File: src/rtl/pwm_pkg.sv
// pwm_pkg: shared defaults and helpers for the PWM LED driver slice
package pwm_pkg;
  localparam int DEFAULT_WIDTH = 8;
  localparam int DEFAULT_PRESCALE_DIV = 4;
  function automatic int pwm_cnt_max(input int width);
    return (1 << width) - 2;
  endfunction
  function automatic logic pwm_inactive(input bit active_low);
    return active_low;
  endfunction
endpackage

File: src/rtl/pwm_led_driver_if.sv
// pwm_led_driver_if: control/status bundle between ramp stage and PWM driver
interface pwm_led_driver_if #(parameter int WIDTH = 8);
  logic enable;
  logic duty_load;
  logic [WIDTH-1:0] duty;
  logic pwm_out;
  logic period_tick;
  logic [WIDTH-1:0] duty_active;
  modport master(output enable, duty_load, duty, input pwm_out, period_tick, duty_active);
  modport slave(input enable, duty_load, duty, output pwm_out, period_tick, duty_active);
endinterface

File: src/rtl/clk_prescaler.sv
// clk_prescaler: one-cycle tick every DIV enabled clocks; holds its count while disabled
module clk_prescaler #(
  parameter int DIV = 4
) (
  input  logic clk,
  input  logic reset,
  input  logic enable,
  output logic tick
);
  localparam int PW = DIV > 1 ? $clog2(DIV) : 1;
  logic [PW-1:0] pre;
  assign tick = enable && pre == PW'(DIV - 1);
  always_ff @(posedge clk) begin
    if (reset) pre <= '0;
    else if (enable) pre <= tick ? '0 : pre + PW'(1);
  end
endmodule

File: src/rtl/pwm_led_driver.sv
// pwm_led_driver: glitch-free PWM whose duty is shadowed and applied only at period boundaries
module pwm_led_driver
  import pwm_pkg::*;
#(
  parameter int WIDTH = DEFAULT_WIDTH,
  parameter int PRESCALE_DIV = DEFAULT_PRESCALE_DIV,
  parameter bit ACTIVE_LOW = 1'b0
) (
  input logic clk,
  input logic reset,
  pwm_led_driver_if.slave bus
);
  localparam logic [WIDTH-1:0] CNT_MAX = WIDTH'(pwm_cnt_max(WIDTH));
  logic tick, boundary, pending, pwm_out, period_tick;
  logic [WIDTH-1:0] cnt, shadow, duty_active;
  clk_prescaler #(.DIV(PRESCALE_DIV)) u_prescaler (
    .clk(clk),
    .reset(reset),
    .enable(bus.enable),
    .tick(tick)
  );
  assign boundary = tick && cnt == CNT_MAX;
  // a load coinciding with the boundary bypasses the shadow so it is not lost
  always_ff @(posedge clk) begin
    if (reset) begin
      cnt <= '0;
      shadow <= '0;
      pending <= 1'b0;
      duty_active <= '0;
      period_tick <= 1'b0;
      pwm_out <= pwm_inactive(ACTIVE_LOW);
    end else begin
      if (tick) cnt <= boundary ? '0 : cnt + WIDTH'(1);
      if (bus.duty_load) shadow <= bus.duty;
      if (boundary) duty_active <= bus.duty_load ? bus.duty : pending ? shadow : duty_active;
      pending <= boundary ? 1'b0 : bus.duty_load | pending;
      period_tick <= boundary;
      pwm_out <= (bus.enable && cnt < duty_active) ^ ACTIVE_LOW;
    end
  end
  assign bus.pwm_out = pwm_out;
  assign bus.period_tick = period_tick;
  assign bus.duty_active = duty_active;
endmodule
File: src/flat_wrapper.sv
// flat-port wrapper written by rule: the top's interface ports become plain ports
module pwm_led_driver_flat import pwm_pkg::*;
#(
  parameter int WIDTH = DEFAULT_WIDTH,
  parameter int PRESCALE_DIV = DEFAULT_PRESCALE_DIV,
  parameter bit ACTIVE_LOW = 1'b0
)
  (clk, reset, bus_enable, bus_duty_load, bus_duty, bus_pwm_out, bus_period_tick, bus_duty_active);
  pwm_led_driver_if #(.WIDTH(WIDTH)) bus_i ();
  input logic clk;
  input logic reset;
  input wire logic [$bits(bus_i.enable)-1:0] bus_enable;
  input wire logic [$bits(bus_i.duty_load)-1:0] bus_duty_load;
  input wire logic [$bits(bus_i.duty)-1:0] bus_duty;
  output wire logic [$bits(bus_i.pwm_out)-1:0] bus_pwm_out;
  output wire logic [$bits(bus_i.period_tick)-1:0] bus_period_tick;
  output wire logic [$bits(bus_i.duty_active)-1:0] bus_duty_active;
  assign bus_i.enable = bus_enable;
  assign bus_i.duty_load = bus_duty_load;
  assign bus_i.duty = bus_duty;
  assign bus_pwm_out = bus_i.pwm_out;
  assign bus_period_tick = bus_i.period_tick;
  assign bus_duty_active = bus_i.duty_active;
  pwm_led_driver #(.WIDTH(WIDTH), .PRESCALE_DIV(PRESCALE_DIV), .ACTIVE_LOW(ACTIVE_LOW)) u_core (.clk(clk), .reset(reset), .bus(bus_i));
endmodule
File: config.mk
export PLATFORM = sky130hd
export DESIGN_NAME = pwm_led_driver_flat
export DESIGN_NICKNAME = d
export VERILOG_FILES = /design/src/rtl/pwm_pkg.sv /design/src/rtl/pwm_led_driver_if.sv /design/src/rtl/clk_prescaler.sv /design/src/rtl/pwm_led_driver.sv /design/src/flat_wrapper.sv
export SDC_FILE = /design/constraint.sdc
export NUM_CORES = 1
export LEC_CHECK = 0
export ABC_AREA = 1
export ABC_CLOCK_PERIOD_IN_PS = 1610
export BUFFER_PORTS_ARGS = -buffer_cell sky130_fd_sc_hd__buf_2
export CORE_MARGIN = 2
export CORE_UTILIZATION = 50
export CTS_CLUSTER_DIAMETER = 100
export DETAILED_ROUTE_END_ITERATION = 7
export PLACE_DENSITY = 0.83
export SETUP_SLACK_MARGIN = 0.3
export SLEW_MARGIN = 0
export SYNTH_ARGS = -nofsm -noshare
export SYNTH_HDL_FRONTEND = slang
export SYNTH_HIERARCHICAL = 1
export SYNTH_SLANG_ARGS = --single-unit
File: constraint.sdc
create_clock -name clk -period 1.61 [get_ports clk]
set_clock_uncertainty 0.1 [all_clocks]
set_input_delay 0.0805 -clock clk [delete_from_list [all_inputs] [get_ports clk]]
set_output_delay 0.0805 -clock clk [all_outputs]
set_load 0.1 [all_outputs]
### Word-level counts from Yosys, hierarchy flattened

Index checks and enable logic that the tools add are counted.

* memories: 0
* input port bits: 12
* RAM bits: 0
* output and inout bits: 10
* memory bits (read-only): 0
* logic and storage cells: 23
* bits in registers: 29
* bits in latches: 0

* bitwise gates (word level): 1
* reduce and logical (&&, ||, !) cells: 6
* multiplexer cells: 4
* multipliers: 0
* equality and inequality tests: 2
* shift operators: 0
* magnitude comparators: 1
* divide/modulo/power cells: 0
* $add $sub $neg: 2

Operators with widths (count)
* $mux 8: 3
* $add 8x1->8 const B: 1
* $eq 8x8->1 const B: 1
* $lt 8x8->1: 1
* $logic_and 1x1->1: 3
* $add 2x1->2 const B: 1
* $eq 2x2->1 const B: 1
* $mux 2: 1
* $reduce_and 2->1: 1
* $reduce_bool 2->1: 1
* $reduce_or 2->1: 1
* $or 1x1->1: 1

### Depth between registers and ports, before layout

Gate-level depths: netlist (run 1).

* depth after elaboration: 4
* gate-level depth with buffers: 10

### Hierarchy

Netlist (run 1), hierarchy kept.

By module, submodules not included
* pwm_led_driver: area each 1333.8 um^2, cells an instance 182, sequential area each 540.5 um^2, times used 1
* clk_prescaler: area each 107.6 um^2, cells an instance 16, sequential area each 40.0 um^2, times used 1

### Worst setup path before layout (run 1)

OpenSTA, ideal clock, no wires.

* kind: register to register
* start: reg u_core.duty_active[5], in the netlist u_core/bus.duty_active[5]
* end: reg u_core.pwm_out, in the netlist u_core/bus.pwm_out
* cell stages (with the launch flop): 7
* data required time: 1.445 ns
* data arrival time: 1.813 ns
* path slack: -0.368 ns
* path through: dfxtp_1 inv_1 ha_1 a21oi_1 o21a_1 nand3_1 nor2_1

* word-level cells in the longest chain between the ends: 2

RTL lines
* from (decl): RTL line pwm_led_driver.sv:15 `logic [WIDTH-1:0] cnt, shadow, duty_active;`
* from (signal assigned): RTL line pwm_led_driver.sv:35 `if (boundary) duty_active <= bus.duty_load ? bus.duty : pending ? shadow : duty_active;`
* $lt 8x8->1: RTL line pwm_led_driver.sv:38 `pwm_out <= (bus.enable && cnt < duty_active) ^ ACTIVE_LOW;`
* $logic_and 1x1->1: RTL line pwm_led_driver.sv:38
* to (signal assigned): RTL line pwm_led_driver.sv:31 `pwm_out <= pwm_inactive(ACTIVE_LOW);`
* to (signal assigned): RTL line pwm_led_driver.sv:38
* to (decl): RTL line pwm_led_driver.sv:14 `logic tick, boundary, pending, pwm_out, period_tick;`

No other way between the ends.
A chain may end at the register's enable or synchronous reset.

### Worst setup path after layout (run 1)

* start: reg u_core.cnt[6]
* end: reg u_core.duty_active[2], in the netlist u_core/bus.duty_active[2]

* word-level cells in the longest chain between the ends: 3

RTL lines
* from (decl): RTL line pwm_led_driver.sv:15
* from (signal assigned): RTL line pwm_led_driver.sv:33 `if (tick) cnt <= boundary ? '0 : cnt + WIDTH'(1);`
* $eq 8x8->1: RTL line pwm_led_driver.sv:22 `assign boundary = tick && cnt == CNT_MAX;`
* $logic_and 1x1->1: RTL line pwm_led_driver.sv:22
* $reduce_and 2->1 (no source line)

No other way between the ends.

==> impl_metrics.env, run 1 <==
export IMPL_crit_slowest_cell="dfxtp_1"
export IMPL_powerDensity_nw_per_um2=739
export IMPL_grt_max_degree=12
export IMPL_crit_buf_inv=0
export IMPL_yosys_warnings=6
export IMPL_netlist_instances=198
export IMPL_clock_sinks=29
export IMPL_startpoint_type="flop"
export IMPL_antenna_cells=0
export IMPL_fin_nets=260
export IMPL_rsz0062_at_grt="yes"
export IMPL_dieHeight_um=57.7
export IMPL_status="complete, no violations"
export IMPL_crit_family="simple AND/OR/NAND/NOR gates"
export IMPL_portBuffers=21
export IMPL_finalCritPeriodShare_pct=92.7
export IMPL_fin_tns_setup_ns=0
export IMPL_numCtsBuffers=5
export IMPL_arrival_ns=1.63
export IMPL_start_util_pct=52.3
export IMPL_grt_pass1_wl_um=5370
export IMPL_drv_cap=0
export IMPL_seq_area_um2=617
export IMPL_io_pins=22
export IMPL_clk_path_buf_depth=2
export IMPL_swShare_pct=22.8
export IMPL_pwr_share_seq_pct=49.3
export IMPL_routed_wl_um=3240
export IMPL_post_place_ws_ns=0.116
export IMPL_via_count=1321
export IMPL_slew_violations=0
export IMPL_area_growth_pct=40.1
export IMPL_final_core_util_pct=73.2
export IMPL_cts_root_buf="clkbuf_4"
export IMPL_grtUsageTotal_pct=21.8
export IMPL_layout_commonest_cell="inv_1"
export IMPL_setup_ws_ns=0.118
export IMPL_multiInputGateArea_um2=865
export IMPL_core_area_um2=2760
export IMPL_min_period_ns=1.49
export IMPL_antenna_found_initial=0
export IMPL_reg2reg_setup_slack_ns=0.12
export IMPL_avgSynthCellArea_um2=7.28
export IMPL_via_per_inst=4.89
export IMPL_ir_drop_v=0.000801
export IMPL_overflow=0
export IMPL_slew_headroom_pct=67.4
export IMPL_endpoint_kind="flop"
export IMPL_crit_type="flop to flop"
export IMPL_synth_nets=220
export IMPL_final_cell_mix="31 x inv_1, 27 x nand2_1, 27 x nor2_1"
export IMPL_rows=19
export IMPL_fmax_ghz=0.670
export IMPL_switchingPower_w=0.000340
export IMPL_worst_path_max_fanout=8
export IMPL_synth_seq_cells=29
export IMPL_grt_pass1_vias=1306
export IMPL_p_leak_nw=0.929
export IMPL_slowest_delay_ns=0.52
export IMPL_ant_nets=0
export IMPL_layoutNonFillerInstCount=270
export IMPL_critPathRequiredTime_ns=1.74
export IMPL_hpwl_um=2020
export IMPL_synthDistinctLibCells=22
export IMPL_path_clk_slew_ns=0.09
export IMPL_drcViolationCount=0
export IMPL_crit_chain="nand2_1, nor2_4, nand3_4, o21ai_2, nor2_1"
export IMPL_cts_max_level=2
export IMPL_worst_pin_slew_ns=0.488
export IMPL_hp_class="primary input to flop"
export IMPL_ys_seq_area_share_pct=40.3
export IMPL_finalSetupViolCount=0
export IMPL_clkPwrFrac_pct=42.2
export IMPL_drt_initial_drc_count=36
export IMPL_internal_power_w=0.00115
export IMPL_cts_tree="yes"
export IMPL_num_fill_cells=202
export IMPL_dr_pass1_iters=4
export IMPL_hold_viol_final=0
export IMPL_die_w_um=57.7
export IMPL_dp_cells=250
export IMPL_pwr_share_comb_pct=8.5
export IMPL_gp_congestion=0.766
export IMPL_dieArea_um2=3330
export IMPL_synth_area_um2=1440
export IMPL_drive_gt1_share_pct=45.6
export IMPL_clkLatencyLatePin_ns=0.33
export IMPL_post_drt_wl_per_cell_um=12.0
-- final timing paths --
kind	start	to	cells after the start
max	u_core/cnt[6]$_SDFFE_PP0P_	u_core/bus.duty_active[2]$_SDFFE_PP0P_	5
min	bus_duty[1]	u_core/shadow[1]$_SDFFE_PP0P_	5
max reg2reg	u_core/cnt[6]$_SDFFE_PP0P_	u_core/bus.duty_active[2]$_SDFFE_PP0P_	5
min reg2reg	u_core/pending$_SDFF_PP0_	u_core/pending$_SDFF_PP0_	2
-- power groups by stage --
stage          clock network, W  registers [W]  logic [W]
2_1_floorplan                 0       0.000751  0.0000762
3_3_place_gp                  0       0.000752   0.000104
3_5_place_dp                  0       0.000753   0.000107
4_1_cts                0.000647       0.000735   0.000119
5_1_grt                0.000672       0.000738   0.000144
6_report               0.000630       0.000735   0.000128
-- worst min-delay path: cells and delay by family --
kind | cells | cell delay, ns
AO/OA/AOI/OAI | 1 | 0.12
AND/OR/NAND/NOR | 2 | 0.16
buffers and inverters | 2 | 0.11
-- kinds of logic after synthesis --
logic type	count (synthesis)	share of synthesized area, %
flops	29	40.3
compound gates	27	11.2
xor+xnor	1	0.608
buf+inv	45	12.3
fa+ha+maj	10	8.68
simple gates	86	26.9
-- timing repair --
item / CTS / global route
cloned: 1 / 0
setup buffers: 7 / 2
hold buffers: 2 / 0
endpoints found under the setup margin: 18 / 27
hold endpoints to repair: 11 / 0
pin swaps: 15 / 8
resized for setup: 17 / 22
-- registers in the layout (all words and copies together), names as in the netlist --
name,cells
u_core/bus.period_tick,1
u_core/u_prescaler/pre,2
u_core/bus.pwm_out,1
u_core/bus.duty_active,8
u_core/pending,1
u_core/cnt,8
u_core/shadow,8
-- stage by stage --
stage          power [W]  hold WS (ns)  instance area [um2]
3_3_place_gp    0.000855         0.301                 1700
4_1_cts          0.00150        0.0576                 1940
6_report         0.00149        0.0726                 2020
5_1_grt          0.00155         0.102                 2020
3_5_place_dp    0.000860         0.299                 1700
2_1_floorplan   0.000827         0.119                 1560
-- synthesized netlist by cell type --
cell type | number | share of area, %
nand2_1 | 34 | 8.9
nor2_1 | 31 | 8.1
ha_1 | 10 | 8.7
o21ai_1 | 8 | 2.8
xor2_1 | 1 | 0.61
dfxtp_1 | 29 | 40
nor3_4 | 1 | 1.1
clkbuf_1 | 1 | 0.26
inv_2 | 2 | 0.52
o21a_1 | 9 | 4.7
or2_2 | 9 | 3.9
buf_6 | 1 | 0.78
a21oi_2 | 1 | 0.61
nor4_1 | 1 | 0.43
nor3_1 | 2 | 0.69
o21ai_0 | 2 | 0.69
a21oi_1 | 7 | 2.4
nand3_4 | 1 | 1.2
nand2_2 | 2 | 0.87
inv_1 | 40 | 10
buf_2 | 1 | 0.35
nand3_1 | 5 | 1.7
-- layer usage --
| layer | part of all wire [%] | routed length [um] | global-route usage, % |
|---|---|---|---|
| met2 | 50 | 1630 | 36.5 |
| met5 | 0 | 0 | 0 |
| met1 | 42 | 1370 | 25.3 |
| met4 | 2.5 | 81 | 10.3 |
| met3 | 4.8 | 157 | 6.70 |
-- cell type report --
cell class	instances	share of cell area, %
clock inverters	2	1.86
multi-input cells	125	42.8
repair buffers	35	12.0
flip-flops and latches	29	30.5
inverters	42	8.30
well taps	31	1.92
clock buffers	6	2.54
Power figures use the tool's default switching activity.
==> run 2: changes to the inputs <==
Settings changed: CORE_ASPECT_RATIO set to 1.4.
==> impl_metrics.env, run 2 (synthesis results as in run 1) <==
export IMPL_cts_max_level=2
export IMPL_powerDensity_nw_per_um2=728
export IMPL_clk_path_buf_depth=2
export IMPL_drive_gt1_share_pct=48.3
export IMPL_numCtsBuffers=5
export IMPL_ant_nets=0
export IMPL_grt_pass1_wl_um=5410
export IMPL_hpwl_um=2130
export IMPL_gp_congestion=0.839
export IMPL_fmax_ghz=0.670
export IMPL_clkLatencyLatePin_ns=0.28
export IMPL_cts_tree="yes"
export IMPL_swShare_pct=23.3
export IMPL_worst_pin_slew_ns=0.484
export IMPL_violations="hold timing"
export IMPL_reg2reg_setup_slack_ns=0.12
export IMPL_dieHeight_um=67.5
export IMPL_pwr_share_seq_pct=50.0
export IMPL_post_drt_wl_per_cell_um=12.3
export IMPL_die_w_um=49.4
export IMPL_cts_root_buf="clkbuf_8"
export IMPL_arrival_ns=1.56
export IMPL_switchingPower_w=0.000343
export IMPL_routed_wl_um=3390
export IMPL_grt_pass1_vias=1329
export IMPL_worst_path_max_fanout=8
export IMPL_pwr_share_comb_pct=8.3
export IMPL_final_cell_mix="29 x inv_1, 25 x nor2_1, 22 x nand2_1"
export IMPL_fin_tns_setup_ns=0
export IMPL_rows=23
export IMPL_antenna_cells=0
export IMPL_p_leak_nw=0.930
export IMPL_crit_slowest_cell="dfxtp_2"
export IMPL_drcViolationCount=0
export IMPL_dr_pass1_iters=4
export IMPL_largestRegisters="u_core/bus.duty_active (8), u_core/cnt (8), u_core/shadow (8)"
export IMPL_placed_area_um2=1720
export IMPL_slew_violations=0
export IMPL_endpoint_kind="flop"
export IMPL_finalSetupViolCount=0
export IMPL_drt_initial_drc_count=29
export IMPL_hp_class="primary input to flop"
export IMPL_drv_cap=0
export IMPL_grt_max_degree=12
export IMPL_internal_power_w=0.00113
export IMPL_path_clk_slew_ns=0.07
export IMPL_stdcell_area_um2=2030
export IMPL_finalCritPeriodShare_pct=92.6
export IMPL_clock_sinks=29
export IMPL_layout_commonest_cell="inv_1"
export IMPL_via_per_inst=4.84
export IMPL_num_fill_cells=214
export IMPL_start_util_pct=51.6
export IMPL_rsz0062_at_grt="yes"
export IMPL_hold_viol_final=1
export IMPL_area_growth_pct=40.5
export IMPL_min_period_ns=1.49
export IMPL_dieArea_um2=3330
export IMPL_clkPwrFrac_pct=41.7
export IMPL_portBuffers=21
export IMPL_critPathRequiredTime_ns=1.68
export IMPL_grtUsageTotal_pct=22.3
export IMPL_startpoint_type="flop"
export IMPL_slowest_delay_ns=0.34
export IMPL_antenna_found_initial=0
export IMPL_crit_chain="inv_2, ha_2, nand2_1, nor2_4, nand3_4, o21ai_1, nor2_1"
export IMPL_crit_type="flop to flop"
export IMPL_core_area_um2=2790
export IMPL_slew_headroom_pct=68.0
export IMPL_overflow=0
export IMPL_io_pins=22
export IMPL_fin_nets=259
export IMPL_via_count=1331
export IMPL_worst_hold_slack_ns=-0.0156
export IMPL_ir_drop_v=0.000723
export IMPL_status="finished, violations left"
## run 2: power groups by stage
| stage | registers, W | logic (W) | clock network [W] |
|---|---|---|---|
| 4_1_cts | 0.000736 | 0.000117 | 0.000629 |
| 2_1_floorplan | 0.000751 | 0.0000762 | 0 |
| 5_1_grt | 0.000738 | 0.000139 | 0.000660 |
| 6_report | 0.000737 | 0.000122 | 0.000615 |
| 3_5_place_dp | 0.000753 | 0.000105 | 0 |
| 3_3_place_gp | 0.000752 | 0.000102 | 0 |
## run 2: path summary, 6_finish.rpt
path                         startpoint                                endpoint  cells after the start
max reg2reg  u_core/cnt[0]$_SDFFE_PP0P_  u_core/bus.duty_active[1]$_SDFFE_PP0P_                      7
max          u_core/cnt[0]$_SDFFE_PP0P_  u_core/bus.duty_active[1]$_SDFFE_PP0P_                      7
min                          bus_enable           u_core/bus.pwm_out$_SDFF_PP0_                      3
min reg2reg   u_core/pending$_SDFF_PP0_               u_core/pending$_SDFF_PP0_                      2
## run 2: repair_timing
action / in CTS / in global routing
hold buffers: 1 / 0
gates resized for setup: 14 / 26
pin swaps: 12 / 12
setup endpoints to repair: 18 / 19
setup buffers: 4 / 4
endpoints found under the hold margin: 1 / 0
gates cloned: 1 / 0
## run 2: per-layer routing
| metal | GRT usage, % | wire length, um |
|---|---|---|
| met1 | 20.6 | 1300 |
| met5 | 0 | 0 |
| met3 | 6.42 | 100 |
| met4 | 15.3 | 114 |
| met2 | 42.1 | 1870 |
## run 2: final cells by class
class,count,area [um2],area share (%)
multi-input combinational,125,878,43.4
clock buffer,8,90.1,4.45
timing repair buffer,34,225,11.1
tap,37,46.3,2.29
sequential,29,618,30.5
inverter,42,168,8.28
## run 2: stage by stage
stage	utilization, %	power [W]	worst slack [ns]	cells	hold WS, ns
final	72.6	0.00147	0.118	275	-0.0156
after CTS	69.1	0.00148	0.152	271	0.0159
after global placement	61.5	0.000854	0.151	257	0.296
after floorplan	-	0.000827	0.215	198	0.119
after detailed placement	61.5	0.000858	0.0999	257	0.292
after global routing	72.6	0.00154	0.0448	275	-0.0109
## run 2: critical path: cells and delay by family, from the launching register on
kind	cells	cell delay [ns]
buffers and inverters	1	0.08
AOI/OAI and AO/OA	1	0.16
DFF	1	0.34
adders and majority gates	1	0.19
and+or+nand+nor	4	0.51
